`src/rtl/riscv_pkg.sv`:
```
// Shared RV32I decode constants, ALU operation codes and fetch/decode FSM encoding.
// Used by instr_fetch_decode and alu_op_decoder.
package riscv_pkg;

   localparam logic [6:0] OPC_OP  = 7'b0110011;
   localparam logic [6:0] F7_BASE = 7'h00;
   localparam logic [6:0] F7_ALT  = 7'h20;

   // ALU operation codes, identical to the codes the ALU consumes
   localparam logic [4:0] OP_ADD  = 5'd0;
   localparam logic [4:0] OP_SUB  = 5'd1;
   localparam logic [4:0] OP_SLL  = 5'd2;
   localparam logic [4:0] OP_SLT  = 5'd3;
   localparam logic [4:0] OP_SLTU = 5'd4;
   localparam logic [4:0] OP_XOR  = 5'd5;
   localparam logic [4:0] OP_SRL  = 5'd6;
   localparam logic [4:0] OP_SRA  = 5'd7;
   localparam logic [4:0] OP_OR   = 5'd8;
   localparam logic [4:0] OP_AND  = 5'd9;
   localparam logic [4:0] OP_NOP  = 5'd31;

   localparam logic [2:0] F3_ADD_SUB = 3'b000;
   localparam logic [2:0] F3_SLL     = 3'b001;
   localparam logic [2:0] F3_SLT     = 3'b010;
   localparam logic [2:0] F3_SLTU    = 3'b011;
   localparam logic [2:0] F3_XOR     = 3'b100;
   localparam logic [2:0] F3_SRL_SRA = 3'b101;
   localparam logic [2:0] F3_OR      = 3'b110;
   localparam logic [2:0] F3_AND     = 3'b111;

   typedef enum logic [1:0] {
      ST_IDLE   = 2'd0,
      ST_FETCH  = 2'd1,
      ST_DECODE = 2'd2,
      ST_EXEC   = 2'd3
   } state_t;

endpackage

```
`src/rtl/alu_op_decoder.sv`:
```
// Combinational R-type decoder: maps {funct7, funct3, opcode} to an ALU operation
// code; anything outside the ten OP encodings yields OP_NOP and illegal.
module alu_op_decoder
   import riscv_pkg::*;
(
   input  logic [6:0] i_funct7,
   input  logic [2:0] i_funct3,
   input  logic [6:0] i_opcode,
   output logic [4:0] o_operation,
   output logic       o_illegal
);

   logic [4:0] w_operation;

   always_comb begin
      w_operation = OP_NOP;
      if (i_opcode == OPC_OP && i_funct7 == F7_BASE) begin
         case (i_funct3)
            F3_ADD_SUB: w_operation = OP_ADD;
            F3_SLL:     w_operation = OP_SLL;
            F3_SLT:     w_operation = OP_SLT;
            F3_SLTU:    w_operation = OP_SLTU;
            F3_XOR:     w_operation = OP_XOR;
            F3_SRL_SRA: w_operation = OP_SRL;
            F3_OR:      w_operation = OP_OR;
            F3_AND:     w_operation = OP_AND;
            default:    w_operation = OP_NOP;
         endcase
      end else if (i_opcode == OPC_OP && i_funct7 == F7_ALT) begin
         case (i_funct3)
            F3_ADD_SUB: w_operation = OP_SUB;
            F3_SRL_SRA: w_operation = OP_SRA;
            default:    w_operation = OP_NOP;
         endcase
      end
   end

   assign o_operation = w_operation;
   assign o_illegal   = (w_operation == OP_NOP);

endmodule

```
`src/rtl/instr_fetch_decode.sv`:
```
// Fetch/decode/execute FSM for RV32I R-type ALU instructions with req/ack fetch.
// Optional macro DECODE_ILLEGAL_TRAP_EN: illegal instructions stop the FSM with a sticky flag.
module instr_fetch_decode
   import riscv_pkg::*;
#(
   parameter int                    ADDR_WIDTH = 32,
   parameter logic [ADDR_WIDTH-1:0] RESET_PC   = '0
) (
   input  logic                  i_clk,
   input  logic                  i_rst_n,
   input  logic                  i_start,
   input  logic                  i_halt,
   output logic                  o_imem_req,
   output logic [ADDR_WIDTH-1:0] o_imem_addr,
   input  logic                  i_imem_ack,
   input  logic [31:0]           i_imem_rdata,
   output logic [4:0]            o_rs1,
   output logic [4:0]            o_rs2,
   output logic [4:0]            o_rw,
   output logic [4:0]            o_operation,
   output logic                  o_write,
   output logic                  o_busy,
   output logic                  o_illegal,
   output logic [31:0]           o_instr_count
);

   state_t                r_state;
   logic [ADDR_WIDTH-1:0] r_pc;
   logic [31:0]           r_ir;
   logic                  r_req;
   logic [4:0]            r_rs1;
   logic [4:0]            r_rs2;
   logic [4:0]            r_rw;
   logic [4:0]            r_operation;
   logic                  r_write;
   logic                  r_busy;
   logic                  r_illegal;
   logic [31:0]           r_count;

   logic [4:0]            w_operation;
   logic                  w_illegal;
   logic                  w_illegal_next;
   logic                  w_trap;

   alu_op_decoder u_alu_op_decoder (
      .i_funct7    (r_ir[31:25]),
      .i_funct3    (r_ir[14:12]),
      .i_opcode    (r_ir[6:0]),
      .o_operation (w_operation),
      .o_illegal   (w_illegal)
   );

`ifdef DECODE_ILLEGAL_TRAP_EN
   // Sticky flag; in EXEC it can only be set by the current instruction since start clears it
   assign w_illegal_next = r_illegal | w_illegal;
   assign w_trap         = r_illegal;
`else
   assign w_illegal_next = w_illegal;
   assign w_trap         = 1'b0;
`endif

   always_ff @(posedge i_clk or negedge i_rst_n) begin
      if (!i_rst_n) begin
         r_state     <= ST_IDLE;
         r_pc        <= RESET_PC;
         r_ir        <= '0;
         r_req       <= 1'b0;
         r_rs1       <= '0;
         r_rs2       <= '0;
         r_rw        <= '0;
         r_operation <= '0;
         r_write     <= 1'b0;
         r_busy      <= 1'b0;
         r_illegal   <= 1'b0;
         r_count     <= '0;
      end else begin
         case (r_state)
            ST_IDLE: begin
               if (i_start) begin
                  r_pc    <= RESET_PC;
                  r_req   <= 1'b1;
                  r_busy  <= 1'b1;
                  r_state <= ST_FETCH;
`ifdef DECODE_ILLEGAL_TRAP_EN
                  r_illegal <= 1'b0;
`endif
               end
            end
            ST_FETCH: begin
               if (r_req && i_imem_ack) begin
                  r_ir    <= i_imem_rdata;
                  r_req   <= 1'b0;
                  r_state <= ST_DECODE;
               end
            end
            ST_DECODE: begin
               r_rs1       <= r_ir[19:15];
               r_rs2       <= r_ir[24:20];
               r_rw        <= r_ir[11:7];
               r_operation <= w_operation;
               r_illegal   <= w_illegal_next;
               r_write     <= !w_illegal && (r_ir[11:7] != 5'd0);
               r_state     <= ST_EXEC;
            end
            ST_EXEC: begin
               r_write <= 1'b0;
               if (!r_illegal) begin
                  r_count <= r_count + 32'd1;
               end
               if (!w_trap) begin
                  r_pc <= r_pc + ADDR_WIDTH'(4);
               end
               if (w_trap || i_halt) begin
                  r_busy  <= 1'b0;
                  r_state <= ST_IDLE;
               end else begin
                  r_req   <= 1'b1;
                  r_state <= ST_FETCH;
               end
            end
            default: begin
               r_req   <= 1'b0;
               r_write <= 1'b0;
               r_busy  <= 1'b0;
               r_state <= ST_IDLE;
            end
         endcase
      end
   end

   assign o_imem_req    = r_req;
   assign o_imem_addr   = r_pc;
   assign o_rs1         = r_rs1;
   assign o_rs2         = r_rs2;
   assign o_rw          = r_rw;
   assign o_operation   = r_operation;
   assign o_write       = r_write;
   assign o_busy        = r_busy;
   assign o_illegal     = r_illegal;
   assign o_instr_count = r_count;

endmodule

```
`config.mk`:
```
export PLATFORM = sky130hd
export DESIGN_NAME = instr_fetch_decode
export DESIGN_NICKNAME = d
export VERILOG_FILES = /design/src/rtl/riscv_pkg.sv /design/src/rtl/alu_op_decoder.sv /design/src/rtl/instr_fetch_decode.sv
export SDC_FILE = /design/constraint.sdc
export NUM_CORES = 1
export LEC_CHECK = 0
export ABC_CLOCK_PERIOD_IN_PS = 6950
export CAP_MARGIN = 10
export CORE_AREA = 3 3 103 105
export CTS_BUF_LIST = sky130_fd_sc_hd__clkbuf_8
export CTS_CLUSTER_DIAMETER = 40
export CTS_CLUSTER_SIZE = 8
export DETAILED_ROUTE_END_ITERATION = 10
export DIE_AREA = 0 0 106 108
export PLACE_DENSITY_LB_ADDON = 0.25
export SETUP_SLACK_MARGIN = 0.4
export SLEW_MARGIN = 20
export SYNTH_ARGS = -nofsm -noshare
export SYNTH_HDL_FRONTEND = slang
export SYNTH_SLANG_ARGS = --single-unit
```
`constraint.sdc`:
```
create_clock -name i_clk -period 6.95 [get_ports i_clk]
set_clock_uncertainty 0.15 [all_clocks]
set_input_delay 1.39 -clock i_clk [delete_from_list [all_inputs] [get_ports i_clk]]
set_output_delay 1.39 -clock i_clk [all_outputs]
set_load 0.03 [all_outputs]
```
# Word-level counts from Yosys, hierarchy flattened
# Memory sizes are Yosys's and may differ from the RTL's.
# Cells that the tools add are included.
# totals
regBits	122
latchBits	0
mem_bits_rw	0
rom_bits	32
input_bits	37
n_memories	1
# memory_table
memory	depth	word_bits	read_ports	rd_clocked_by_memory_dff	write_ports	line_no	rtl
(name not given)	8	4	1	0	0	alu_op_decoder.sv:18	case (i_funct3)
# classes
n_addsub	2
mul	0
div	0
magnitude_cmp	0
eq_ne	11
n_shift	0
mux	16
n_bitwise	1
reduce_logical	18
# op_table
cell	n
$pmux W32 S2	1
$add A32 B1 Y32 const B	1
$add A32 B3 Y32 const B	1
$mux W32	1
$eq A7 B6 Y1 const B	2
$mux W5	2
$pmux W5 S2	1
$ne A2 B2 Y1 const B	4
$pmux W2 S4	1
$reduce_and A2 Y1	4
$logic_not A7 Y1	1
$eq A5 B5 Y1 const B	1
$mux W1	5
$reduce_bool A5 Y1	1
$eq A2 B2 Y1 const B	2
$logic_and A1 B1 Y1	4
$mux W2	2
$pmux W1 S2	2
$reduce_and A4 Y1	1
$reduce_bool A2 Y1	2
$eq A3 B3 Y1 const B	1
$logic_not A3 Y1	1
$pmux W1 S3	1
$reduce_and A3 Y1	1
5 further kinds	5

# Logic depth before layout (Yosys ltp)
# Gate-level depths: netlist (run 1).
# depth
depth_word	8
depth_mapped	8
depth_no_buf	6

# Cells and area by module
# From an unflattened synthesis (run 1), not the netlist that was laid out.
# hier_totals
cells_unflattened	480
hier_area_um2	5695.5
# modules_own_cells
mod	n_inst	cells_per_inst	area_each_um2
instr_fetch_decode	1	452	5484.0
alu_op_decoder	1	28	211.5

# Worst setup path before layout (run 1)
# OpenSTA, ideal clock, no wires.
# synth_path
path_type	in2reg
from	input i_start
to	register r_pc[29] (netlist: o_imem_addr[29])
setup_ns	0.078
t_arrival_ns	3.020
setup_slack_ns	3.702
path_stages	6
path_buffers	2
path_cell_list	buf_2 -> mux2i_1 -> or4_1 -> buf_2 -> or4_1 -> a21oi_1
# synth_between
elab_chain_len	2
# synth_lines
item	line_no	rtl
from (decl)	instr_fetch_decode.sv:11	input logic i_start,
$ne A2 B2 Y1 (no source line)	-	
$reduce_and A2 Y1 (no source line)	-	
to (signal assigned)	instr_fetch_decode.sv:111	r_pc <= r_pc + ADDR_WIDTH'(4);
to (decl)	instr_fetch_decode.sv:28	logic [ADDR_WIDTH-1:0] r_pc;
# No other way between the ends.
# A chain may end at the register's enable or synchronous reset.

# Worst setup path after layout (run 1)
# layout_path
from	input i_start
to	register r_pc[31] (netlist: o_imem_addr[31])
# Same word-level chain as after synthesis.

==> results.cfg, run 1 <==
[floorplan]
die-area_um2 = 11400
die_w_um = 106
die_h_um = 108
core_um2 = 9730
start_util_pct = 55.9
row_count = 36
io_pins = 125

[clocking]
cts.sinks = 120
htree_levels = 4
post_cts_buffers = 0
cts_hold_buffers = 0
cts_tree = built
post_cts_resized = 0
cts-root-buf = clkbuf_8
insertion_delay_ps = 430
cts_inserted_buffers = 17
clkTransAtPathRegs_ps = 70
cts.path.max_buffers = 2

[hold_path]
holdPathStages = 1
hold-path-endpoint = o_instr_count[31]
min_from = o_instr_count[31]
hp-class = register to register

[layout]
syn_to_final_growth_pct = 32.8
diodes = 0
drive_gt1_share_pct = 14.1
instances_no_fill = 743
final_common_cell = clkdlybuf4s50_1
final_cell_mix = 121 x clkdlybuf4s50_1, 120 x dfrtp_1, 48 x mux2_2
final_nets = 645

[logic_synthesis]
postSynthAreaPerCell_um2 = 11.5
synth.area.top_cells = dfrtp_1 55%, mux2_2 9.9%, xnor2_1 5.5%
synth-xor-area-share_pct = 6.28
yosys.area_share.simple_pct = 15.9
synth_cells = 473
yosys.area.top_type_share_pct = 55.2
synth.distinct_cells = 43
yosys.area.top_type = dfrtp_1
synth_edf_count = 0
synthAdderAreaFrac_pct = 2.53
yosysWarnings = 0
synth_top_family_by_area = simple AND/OR/NAND/NOR gates
ys_seq_area_share_pct = 55.2
synth_compound_area_share_pct = 6.78
synth.mux.area_fraction_pct = 10.7
synth_ff_type = dfrtp_1
synth_seq_cells = 120
mappedNetlistArea_um2 = 5440
async_flop_share_pct = 100

[sta]
hold_viol_final = 0
rsz0062_at_grt = false
slew_headroom_pct = 32.5
setup_violations = 0
tightestPinTransition_ps = 1010
whs_ps = 335
slew_viol_final = 0
period_minus_slack_ps = 3770
fmax_mhz = 265
fin_crit_sh_pct = 54.3
setup_tns_ps = 0

[setup_path]
worstPathCellList = clkdlybuf4s50_1, mux2i_1, or4_1, or4_1, a21oi_1
start_kind = primary input
crit_path_end_kind = register
regToRegEndpoint = o_imem_addr[31]
crit_buf_inv = 1
reg2reg_depth = 5
cp_top_family = simple AND/OR/NAND/NOR gates
crit_type = primary input to register
slowest_stage = or4_1
max_stage_delay_ps = 920
crit_fanout = 20
cp.arrival_ps = 3960
r2r-start = r_state[1]
critPathRequiredTime_ps = 7140
cp_common_cell = or4_1
r2r_setup_slack_ps = 3760

[place]
gp_congestion = 0.807
hpwl_mm = 8.38
dp_cells = 711
port_buffers = 122

[pwr]
p_per_area_nw_per_um2 = 345
leakage_uw = 0.00299
power_frac_seq_pct = 40.3
power.internal_uw = 1660
power.total_uw = 2490
p_sw_share_pct = 33.4
power_switching_uw = 832
clock_power_share_pct = 27.7
pwr-share-comb_pct = 32.1
peakVddDrop_uv = 291

[global_route]
grt_antenna_before_repair = 0
overflow = 0
first_global_vias = 4213
grt_max_degree = 74
track_usage_pct = 22.4
grt_pass1_wl_mm = 20.4

[run_status]
status = complete, no violations

[routing]
wl_per_cell_um = 16.1
drt_pass1_iterations = 5
via_per_inst = 5.56
vias = 4133
postRouteAntennaNets = 0
drc = 0
wirelength_mm = 12.0
drtIter0Drc = 205

[flow_run]
drv_cap = 0
==> state kept, by name, indices dropped and copies added, names as in the netlist <==
name / count
o_rw: 5
r_ir: 32
r_state: 2
o_busy: 1
o_instr_count: 32
o_imem_req: 1
o_imem_addr: 30
o_rs2: 5
o_rs1: 5
o_operation: 5
o_illegal: 1
o_write: 1
==> how the worst max path moves through the flow <==
stage	end	startpoint	slack [ps]	cells after the start
6_report	o_imem_addr[31]	i_start	3180	5
5_1_grt	o_imem_addr[31]	i_start	3050	5
4_1_cts	o_imem_addr[31]	i_start	3220	5
3_5_place_dp	o_imem_addr[31]	i_start	2760	5
3_3_place_gp	o_imem_addr[23]	i_start	2890	5
2_1_floorplan	o_imem_addr[29]	i_start	3700	6
==> kinds of logic after synthesis <==
family / after synthesis
AOI/OAI and AO/OA: 63
DFF: 120
xor gates and xnor gates: 39
buffers and inverters: 34
and+or+nand+nor: 153
other: 1
muxes: 52
adders and majority gates: 11
==> final cells by class <==
class,instances,area [µm²]
Sequential cell,120,3000
Fill cell,707,2500
Multi-Input combinational cell,320,2320
Timing Repair Buffer,125,1240
Clock buffer,18,248
Clock inverter,14,199
Tap cell,133,166
Inverter,13,48.8
==> cell usage after synthesis, types with 6 or more instances <==
master and n:
a21oi_1 30, and3_1 6, and4_1 6, clkbuf_1 11, dfrtp_1 120, ha_1 11
inv_1 13, mux2_2 48, nand2_1 23, nand3_1 22, nand4_1 19, nor2_1 21
nor4_1 9, o21ai_1 10, o31ai_1 9, or3_1 11, or4_1 11, xnor2_1 34
==> worst register-to-register path: cells and delay by family (launching register included) <==
family	cells	cell delay, ps
AOI/OAI and AO/OA	1	170
and+or+nand+nor	2	1500
muxes	1	360
DFF	1	400
adders and majority gates	1	520
==> layer usage <==
metal	global-route usage, %	part of all wire, %	vias to the layer above
met5	0	0	-
met4	8.88	1.5	0
met3	6.51	7.0	17
met2	37.0	51	128
met1	28.1	40	2028
li1	-	-	1960
==> through the flow <==
step / setup slack (ps) / util (%) / cell area (µm²)
after floorplan: 3700 / - / 5450
after global placement: 2890 / 69.6 / 6770
after detailed placement: 2760 / 69.6 / 6770
after CTS: 3220 / 74.2 / 7220
after global routing: 3050 / 74.3 / 7220
final: 3180 / 74.3 / 7220
==> power by group through the flow <==
stage	clock network (µW)	logic (µW)	registers [µW]
4_1_cts	705	806	1000
6_report	689	799	1000
2_1_floorplan	0	398	1120
3_5_place_dp	0	799	1020
3_3_place_gp	0	770	1000
5_1_grt	739	862	1030
(Power assumes the default switching activity.)
==> inputs of run 2 (changes only) <==
--- a/config.mk
+++ b/config.mk
@@ -5,14 +5,14 @@
 export SDC_FILE = /design/constraint.sdc
 export NUM_CORES = 1
 export LEC_CHECK = 0
-export ABC_CLOCK_PERIOD_IN_PS = 6950
+export ABC_CLOCK_PERIOD_IN_PS = 3640
 export CAP_MARGIN = 10
-export CORE_AREA = 3 3 103 105
+export CORE_AREA = 3 3 107 109
 export CTS_BUF_LIST = sky130_fd_sc_hd__clkbuf_8
 export CTS_CLUSTER_DIAMETER = 40
 export CTS_CLUSTER_SIZE = 8
 export DETAILED_ROUTE_END_ITERATION = 10
-export DIE_AREA = 0 0 106 108
+export DIE_AREA = 0 0 110 112
 export PLACE_DENSITY_LB_ADDON = 0.25
 export SETUP_SLACK_MARGIN = 0.4
 export SLEW_MARGIN = 20
==> constraint.sdc (replaced) <==
create_clock -name i_clk -period 3.64 [get_ports i_clk]
set_clock_uncertainty 0.15 [all_clocks]
set_input_delay 0.728 -clock i_clk [delete_from_list [all_inputs] [get_ports i_clk]]
set_output_delay 0.728 -clock i_clk [all_outputs]
set_load 0.03 [all_outputs]
==> run 2 against run 1 <==
Via count about the same. Sequential share of layout area up 0.42 points. Combinational power grew 90%. Sequential power increased by 92%. Core utilization decreased by 7.4 points. Flip-flop and latch count did not move. Global-route usage down 2.4 points.
==> results.cfg, run 2 (same netlist as run 1, synthesis figures left out) <==
[routing]
via_per_inst = 5.49
wl_per_cell_um = 15.3
vias = 4131
drtIter0Drc = 271
drt_pass1_iterations = 4
drc = 0
wirelength_mm = 11.5
postRouteAntennaNets = 0

[layout]
drive_gt1_share_pct = 13.5
instances_no_fill = 753
syn_to_final_growth_pct = 31.4
final_nets = 650
nFillCells = 843
diodes = 0
final_cell_mix = 121 x clkdlybuf4s50_1, 120 x dfrtp_1, 48 x mux2_2
final_common_cell = clkdlybuf4s50_1

[setup_path]
start_kind = register
cp.arrival_ps = 3200
slowest_stage = or4_1
max_stage_delay_ps = 860
critPathRequiredTime_ps = 3830
crit_buf_inv = 1
crit_path_end_kind = register
cp_common_cell = or4_1
crit_type = register to register
crit_start = r_state[0]
crit_fanout = 19
cp_top_family = simple AND/OR/NAND/NOR gates
worstPathCellList = inv_1, ha_1, mux2i_1, or4_1, or4_1, a21oi_1
r2r-start = r_state[0]

[global_route]
grt_max_degree = 57
grt_pass1_wl_mm = 19.6
grt_antenna_before_repair = 0
track_usage_pct = 20.1
use_met3_pct = 8.00
overflow = 0
grt_use_met2_pct = 30.3
grt_busiest_layer = met2
first_global_vias = 4164
met1_usage_pct = 25.6

[sta]
fmax_mhz = 332
slew_headroom_pct = 50.8
slew_viol_final = 0
rsz0062_at_grt = false
period_minus_slack_ps = 3010
tightestPinTransition_ps = 732
setup_tns_ps = 0
hold_viol_final = 0
setup_violations = 0
fin_crit_sh_pct = 82.8

[pwr]
peakVddDrop_uv = 568
leakage_uw = 0.00298
p_per_area_nw_per_um2 = 622

[floorplan]
core_um2 = 10700
io_pins = 125
start_util_pct = 50.9
die-area_um2 = 12300
row_count = 38
die_w_um = 110
die_h_um = 112

[clocking]
clkTransAtPathRegs_ps = 70
cts_hold_buffers = 0
cts-root-buf = clkbuf_8
cts_inserted_buffers = 17
cts.path.max_buffers = 2
htree_levels = 4
cts_tree = built
cts.sinks = 120
insertion_delay_ps = 420

[place]
hpwl_mm = 8.30
dp_cells = 723
gp_congestion = 0.832
port_buffers = 122

[flow_run]
drv_cap = 0

[hold_path]
hp-class = primary input to async pin

[run_status]
status = complete, no violations
run 2: layout make-up:
class	count	area, µm²	share of cell area, %
tap	140	175	2.45
timing repair buffer	130	1280	17.9
clock buffer	19	262	3.66
inverter	13	48.8	0.682
clock inverter	11	71.3	0.997
multi-input combinational	320	2310	32.3
sequential	120	3000	42.0
run 2: where the power goes:
| group | switching, µW | internal (µW) | total, µW |
|---|---|---|---|
| registers | 245 | 1670 | 1920 |
| logic | 777 | 738 | 1520 |
| clock network | 469 | 546 | 1020 |
run 2: worst paths after layout:
check | endpoint | slack, ps | cells past startpoint
max | o_imem_addr[30] | 630 | 6
min reg2reg | o_instr_count[31] | 330 | 1
max reg2reg | o_imem_addr[30] | 630 | 6
min | o_imem_addr[23] | 200 | 1
min in group i_clk | o_instr_count[31] | 330 | 1
max in group asynchronous | o_operation[4] | 2220 | 2
run 2: timing repair:
| item | CTS | global route |
|---|---|---|
| resized for setup | 0 | 1 |
| setup buffers | 0 | 0 |
| hold endpoints to repair | 0 | 0 |
| setup endpoints to repair | 0 | 1 |
run 2: stage by stage:
step / hold slack (ps) / instance area, µm² / setup slack, ps / total power [µW] / utilization, %
floorplan: 282 / 5450 / 1050 / 2910 / -
global placement: 312 / 6820 / 371 / 3400 / 63.7
detailed placement: 316 / 6820 / 313 / 3470 / 63.7
CTS: 217 / 7150 / 622 / 4500 / 66.8
global route: 244 / 7150 / 424 / 4720 / 66.9
finish: 199 / 7150 / 627 / 4450 / 66.9
run 2: worst reg2reg max path: cells and delay by family (launching register included):
family / cells / cell delay (ps)
simple gates: 2 / 1430
flops: 1 / 410
fa+ha+maj: 1 / 350
mux: 1 / 290
compound gates: 1 / 170
buf+inv: 1 / 150
run 2: layer usage:
metal / share of wire [%] / up-vias
li1: - / 1974
met1: 43 / 2014
met2: 47 / 122
met3: 8.1 / 21
met4: 2.1 / 0
met5: 0 / -
